[src/rtl/sram_bus_bridge_pkg.sv]
// rtl/sram_bus_bridge_pkg.sv - shared widths, FSM state encoding and address helper for the SRAM bridge
package sram_bus_bridge_pkg;

    localparam int CPU_ADR_W  = 16;
    localparam int SRAM_ADR_W = 18;
    localparam int DATA_W     = 16;
    localparam int WAIT_CNT_W = 4;

    typedef enum logic [2:0] {
        ST_IDLE   = 3'd0,
        ST_SETUP  = 3'd1,
        ST_ACCESS = 3'd2,
        ST_HOLD   = 3'd3,
        ST_DONE   = 3'd4
    } bridge_state_t;

    function automatic logic [SRAM_ADR_W-1:0] sram_adr(input logic [1:0] hi,
                                                       input logic [CPU_ADR_W-1:0] adr);
        return {hi, adr};
    endfunction

endpackage

[src/rtl/sram_wait_counter.sv]
// rtl/sram_wait_counter.sv - loadable wait-state down-counter with zero flag
module sram_wait_counter
    import sram_bus_bridge_pkg::*;
(
    input  logic                  clk,
    input  logic                  reset,
    input  logic                  load,
    input  logic                  dec,
    input  logic [WAIT_CNT_W-1:0] load_value,
    output logic                  zero
);

    logic [WAIT_CNT_W-1:0] count;

    always_ff @(posedge clk or posedge reset) begin
        if (reset) begin
            count <= '0;
        end else if (load) begin
            count <= load_value;
        end else if (dec && (count != '0)) begin
            count <= count - 1'b1;
        end
    end

    assign zero = (count == '0);

endmodule

[src/rtl/sram_bus_bridge.sv]
// rtl/sram_bus_bridge.sv - CPU to asynchronous SRAM bridge with registered strobes and wait states
module sram_bus_bridge
    import sram_bus_bridge_pkg::*;
#(
    parameter int         WAIT_STATES = 1,
    parameter logic [1:0] ADR_HI      = 2'b00
) (
    input  logic                  clk,
    input  logic                  reset,
    input  logic                  cs_b,
    input  logic                  rnw,
    input  logic [CPU_ADR_W-1:0]  address,
    input  logic [DATA_W-1:0]     din,
    output logic [DATA_W-1:0]     dout,
    output logic                  ready,
    output logic [SRAM_ADR_W-1:0] ram_adr,
    output logic                  ram_cs_b,
    output logic                  ram_oe_b,
    output logic                  ram_we_b,
    output logic [DATA_W-1:0]     dat_out,
    output logic                  dat_oe,
    input  logic [DATA_W-1:0]     dat_in
);

    // Counter holds WAIT_STATES-1 on the first ACCESS cycle, so zero marks the last one.
    localparam logic [WAIT_CNT_W-1:0] WAIT_LOAD = WAIT_CNT_W'(WAIT_STATES - 1);

    bridge_state_t state;
    logic          rnw_q;
    logic          wait_zero;

    sram_wait_counter u_wait_counter (
        .clk        (clk),
        .reset      (reset),
        .load       (state == ST_SETUP),
        .dec        (state == ST_ACCESS),
        .load_value (WAIT_LOAD),
        .zero       (wait_zero)
    );

    assign ready = (state == ST_DONE) || ((state == ST_IDLE) && cs_b);

    // Outputs are assigned for the state being entered, so every SRAM pin comes from a flop.
    always_ff @(posedge clk or posedge reset) begin
        if (reset) begin
            state    <= ST_IDLE;
            rnw_q    <= 1'b1;
            dout     <= '0;
            ram_adr  <= sram_adr(ADR_HI, '0);
            dat_out  <= '0;
            dat_oe   <= 1'b0;
            ram_cs_b <= 1'b1;
            ram_oe_b <= 1'b1;
            ram_we_b <= 1'b1;
        end else begin
            case (state)
                ST_IDLE: begin
                    if (!cs_b) begin
                        rnw_q    <= rnw;
                        ram_adr  <= sram_adr(ADR_HI, address);
                        dat_out  <= din;
                        ram_cs_b <= 1'b0;
                        ram_oe_b <= !rnw;
                        ram_we_b <= 1'b1;
                        dat_oe   <= !rnw;
                        state    <= ST_SETUP;
                    end
                end
                ST_SETUP: begin
                    if (!rnw_q) begin
                        ram_we_b <= 1'b0;
                    end
                    state <= ST_ACCESS;
                end
                ST_ACCESS: begin
                    if (wait_zero) begin
                        if (rnw_q) begin
                            dout     <= dat_in;
                            ram_cs_b <= 1'b1;
                            ram_oe_b <= 1'b1;
                            state    <= ST_DONE;
                        end else begin
                            ram_we_b <= 1'b1;
                            state    <= ST_HOLD;
                        end
                    end
                end
                ST_HOLD: begin
                    ram_cs_b <= 1'b1;
                    dat_oe   <= 1'b0;
                    state    <= ST_DONE;
                end
                ST_DONE: begin
                    state <= ST_IDLE;
                end
                default: begin
                    ram_cs_b <= 1'b1;
                    ram_oe_b <= 1'b1;
                    ram_we_b <= 1'b1;
                    dat_oe   <= 1'b0;
                    state    <= ST_IDLE;
                end
            endcase
        end
    end

endmodule

[config.mk]
export PLATFORM = sky130hd
export DESIGN_NAME = sram_bus_bridge
export DESIGN_NICKNAME = d
export VERILOG_FILES = /design/src/rtl/sram_bus_bridge_pkg.sv /design/src/rtl/sram_wait_counter.sv /design/src/rtl/sram_bus_bridge.sv
export SDC_FILE = /design/constraint.sdc
export NUM_CORES = 1
export LEC_CHECK = 0
export CAP_MARGIN = 20
export CORE_UTILIZATION = 35
export DETAILED_ROUTE_END_ITERATION = 12
export PLACE_DENSITY_LB_ADDON = 0.1
export SYNTH_ARGS = -nofsm -noshare
export SYNTH_HDL_FRONTEND = slang
export SYNTH_SLANG_ARGS = --single-unit
[constraint.sdc]
create_clock -name clk -period 2.4 [get_ports clk]
set_clock_uncertainty 0.1 [all_clocks]
set_input_delay 0.72 -clock clk [delete_from_list [all_inputs] [get_ports clk]]
set_output_delay 0.72 -clock clk [all_outputs]
set_load 0.03 [all_outputs]
==> run_results.csv <==
group,metric,value,unit
pwr,power.net_switching,0.00225,W
die,row_count,31,
pwr,p_int,0.00354,W
hold_path,min_path_type,"flop to flop",
route,ant_nets,0,
clocking,clock_sinks,60,
logic_synthesis,ys_seq_elements,60,
die,core,0.00721,sq mm
placement,gp_congestion,0.700,
run,drv_cap,0,
worst_setup_path,crit_path_start_kind,"flop",
pwr,p_per_area,1440,mW/mm^2
pwr,p_comb_share,52.5,%
placement,portBuffers,104,
pwr,swShare,38.9,%
logic_synthesis,syn_area_per_cell,13.9,sq um
pwr,leakagePower,1.75,nW
clocking,worst_skew_pair.late_latency,0.33,ns
route,routed-via-count,1899,
pwr,peakVddDrop,0.000769,V
logic_synthesis,yosys.area_share.simple,8.25,%
route,drtPass1Iterations,4,
logic_synthesis,yosys.area.top_type,"dfrtp_1",
die,start_util,36.2,%
cells_and_area,area_growth,53.7,%
pwr,clkPwrFrac,15.6,%
global_route,antenna_found_initial,0,
logic_synthesis,synth_top_family_by_area,"multiplexers",
timing,setup_viol,0,
timing,rsz0062_at_grt,"no",
outcome,outcome,"finished, final reports clean",
global_route,grt_start_max_net_pins,37,
worst_setup_path,critical_path_required,1.58,ns
logic_synthesis,yosys.cell_types.count,40,
timing,fin_crit_sh,94.5,%
route,wl,5.55,mm
route,via_per_inst,4.67,
logic_synthesis,synth_compound_area_share,6.33,%
global_route,grt_pass1_vias,1840,
worst_setup_path,critPathCaptureType,"output port",
pwr,p_seq_share,31.9,%
route,drt-initial-drc-count,53,
worst_setup_path,cp.arrival,1.45,ns
logic_synthesis,yosysTopAreaCellShare,53.7,%
global_route,grt_overflow_total,0,
die,die_x,88.4,um
clocking,cts_tree,"built",
timing,fin_crit,2.27,ns
timing,slew_headroom,59.6,%
clocking,clkTransAtPathRegs,0.06,ns
logic_synthesis,synthAdderAreaFrac,0.959,%
clocking,cts-root-buf,"clkbuf_8",
global_route,grt_pass1_wl,9.03,mm
timing,tightest_slew,0.605,ns
timing,slew_violations,0,
cells_and_area,final_layout_size_suffix_gt1_share,27.9,%
placement,place_area,0.00381,sq mm
logic_synthesis,yosys_warnings,0,
clocking,numCtsBuffers,9,
cells_and_area,nets,357,
timing,final-hold-violation-count,0,
clocking,clock_path_buffers,2,
timing,setup_ws,0.132,ns
placement,dpl.hpwl,3.97,mm
die,dieArea,0.00781,sq mm
route,drc_errors,0,
cells_and_area,finalInstanceArea,0.00401,sq mm
clocking,htreeDepth,3,
placement,place_ws,-0.0268,ns
logic_synthesis,yosysSeqAreaShare,57.7,%
die,die_h,88.4,um
logic_synthesis,syn_inst,188,
logic_synthesis,synthTopCellsByArea,"dfrtp_1 54%, mux2_2 16%, mux2_4 5.8%, dfstp_2 4.0%, buf_4 1.7%",
cells_and_area,antenna_cells,0,
global_route,grt_use_total,15.6,%
clocking,cts-hold-fix-buffers,0,
clocking,post_cts_buffers,0,
route,wire_per_inst,13.6,um
timing,max_freq,441,MHz
logic_synthesis,synth_area,0.00261,sq mm
worst_setup_path,crit_fanout,12,
worst_setup_path,worstSetupPathType,"flop to output port",
logic_synthesis,muxShareOfSynthArea,22.5,%
die,io_pins,107,
logic_synthesis,synthXorXnorAreaFrac,0,%
-- critical path: stages, from the launching register on --
cell	delay [ns]
dfrtp_1	0.61
nor2_1	0.12
nor3_1	0.20
buf_4	0.19
-- repair_timing --
| item | in CTS | in global routing |
|---|---|---|
| gates resized for setup | 2 | 2 |
| setup endpoints to repair | 2 | 2 |
| pin swaps | 1 | 0 |
| gates cloned | 0 | 0 |
-- sequential cells by signal, summed over array words and instances, names as in the netlist --
| name | flops |
|---|---|
| dat_oe | 1 |
| dat_out | 16 |
| dout | 16 |
| ram_adr | 16 |
| ram_cs_b | 1 |
| ram_oe_b | 1 |
| ram_we_b | 1 |
| rnw_q | 1 |
| state | 3 |
| u_wait_counter.count | 4 |
-- final cells by class --
class                   instances  area (sq um)
clock buffers                  11           151
clock inverters                 5          50.0
fillers                       648          3200
inverters                       8          30.0
multi-input cells             109          1000
flip-flops and latches         60          1510
well taps                      99           124
repair buffers                115          1150
-- layout by cell type (no fill, tap or decap), types with 3 or more instances in the layout --
cell type	netlist	layout
mux2_2	37	37
mux2_4	10	10
a21oi_1	3	3
dfrtp_1	56	56
nand2b_1	3	3
clkbuf_8	0	11
inv_1	8	7
nand2_1	3	3
buf_4	6	10
o21ai_0	7	7
nor2_1	9	9
nor3_1	4	4
clkdlybuf4s50_1	0	99
clkinv_2	0	4
dfstp_2	4	4
o211ai_1	3	3
-- power groups by stage --
stage / sequential (W) / clock [W] / combinational [W]
6_report: 0.00185 / 0.000905 / 0.00304
5_1_grt: 0.00191 / 0.000991 / 0.00321
4_1_cts: 0.00185 / 0.000939 / 0.00307
3_5_place_dp: 0.00186 / 0 / 0.00307
3_3_place_gp: 0.00184 / 0 / 0.00307
2_1_floorplan: 0.00266 / 0 / 0.00103
-- cell families after synthesis --
logic type	Yosys count
DFF	60
other	1
AOI/OAI and AO/OA	24
adders and majority gates	2
muxes	49
buffers and inverters	20
and+or+nand+nor	32
-- path summary, 6_finish.rpt --
check	slack (ns)	depth (start not counted)	startpoint	to
worst max-delay path	0.13	3	state[2]	ready
worst min-delay path	0.39	1	dat_out[5]	dat_out[5]
worst max register to register	0.35	6	u_wait_counter.count[0]	dout[13]
worst min register to register	0.39	1	dat_out[5]	dat_out[5]
max in group asynchronous	1.08	3	reset	ram_we_b
min in group asynchronous	0.58	2	reset	dout[6]
-- Yosys cell counts, drive strengths merged --
library cell / instances
a211oi: 1
nor4: 2
o2111ai: 1
buf: 8
a221o: 1
inv: 8
mux2: 48
nor2b: 1
nand2: 3
nor3: 4
a21oi: 3
o31a: 1
a211o: 1
o211a: 1
nor2: 9
and3: 1
o211ai: 3
clkbuf: 4
nand3: 2
nand2b: 3
or4: 2
a31oi: 2
nand4b: 1
dfrtp: 56
conb: 1
a2111oi: 1
nor4b: 1
o21ai: 7
or3: 2
dfstp: 4
nor3b: 1
a21boi: 1
mux2i: 1
ha: 2
a22o: 1
-- per-layer routing --
metal	GRT usage (%)	vias to the layer above	share of wire, %
li1	-	897	-
met5	0	-	0
met2	22.2	59	44
met3	8.68	8	9.3
met1	20.1	935	45
met4	5.28	0	1.5
-- stage by stage --
| stage | total power (W) | TNS [ns] | hold WS [ns] | util, % | cells |
|---|---|---|---|---|---|
| after floorplan | 0.00369 | 0 | 0.439 | - | 189 |
| after global placement | 0.00491 | -0.00241 | 0.371 | 52.8 | 391 |
| after detailed placement | 0.00493 | -0.0268 | 0.378 | 52.8 | 391 |
| after CTS | 0.00587 | 0 | 0.394 | 55.5 | 407 |
| after global routing | 0.00612 | 0 | 0.416 | 55.6 | 407 |
| final | 0.00579 | 0 | 0.394 | 55.6 | 407 |
No activity file was read; power rests on OpenSTA's default activity.
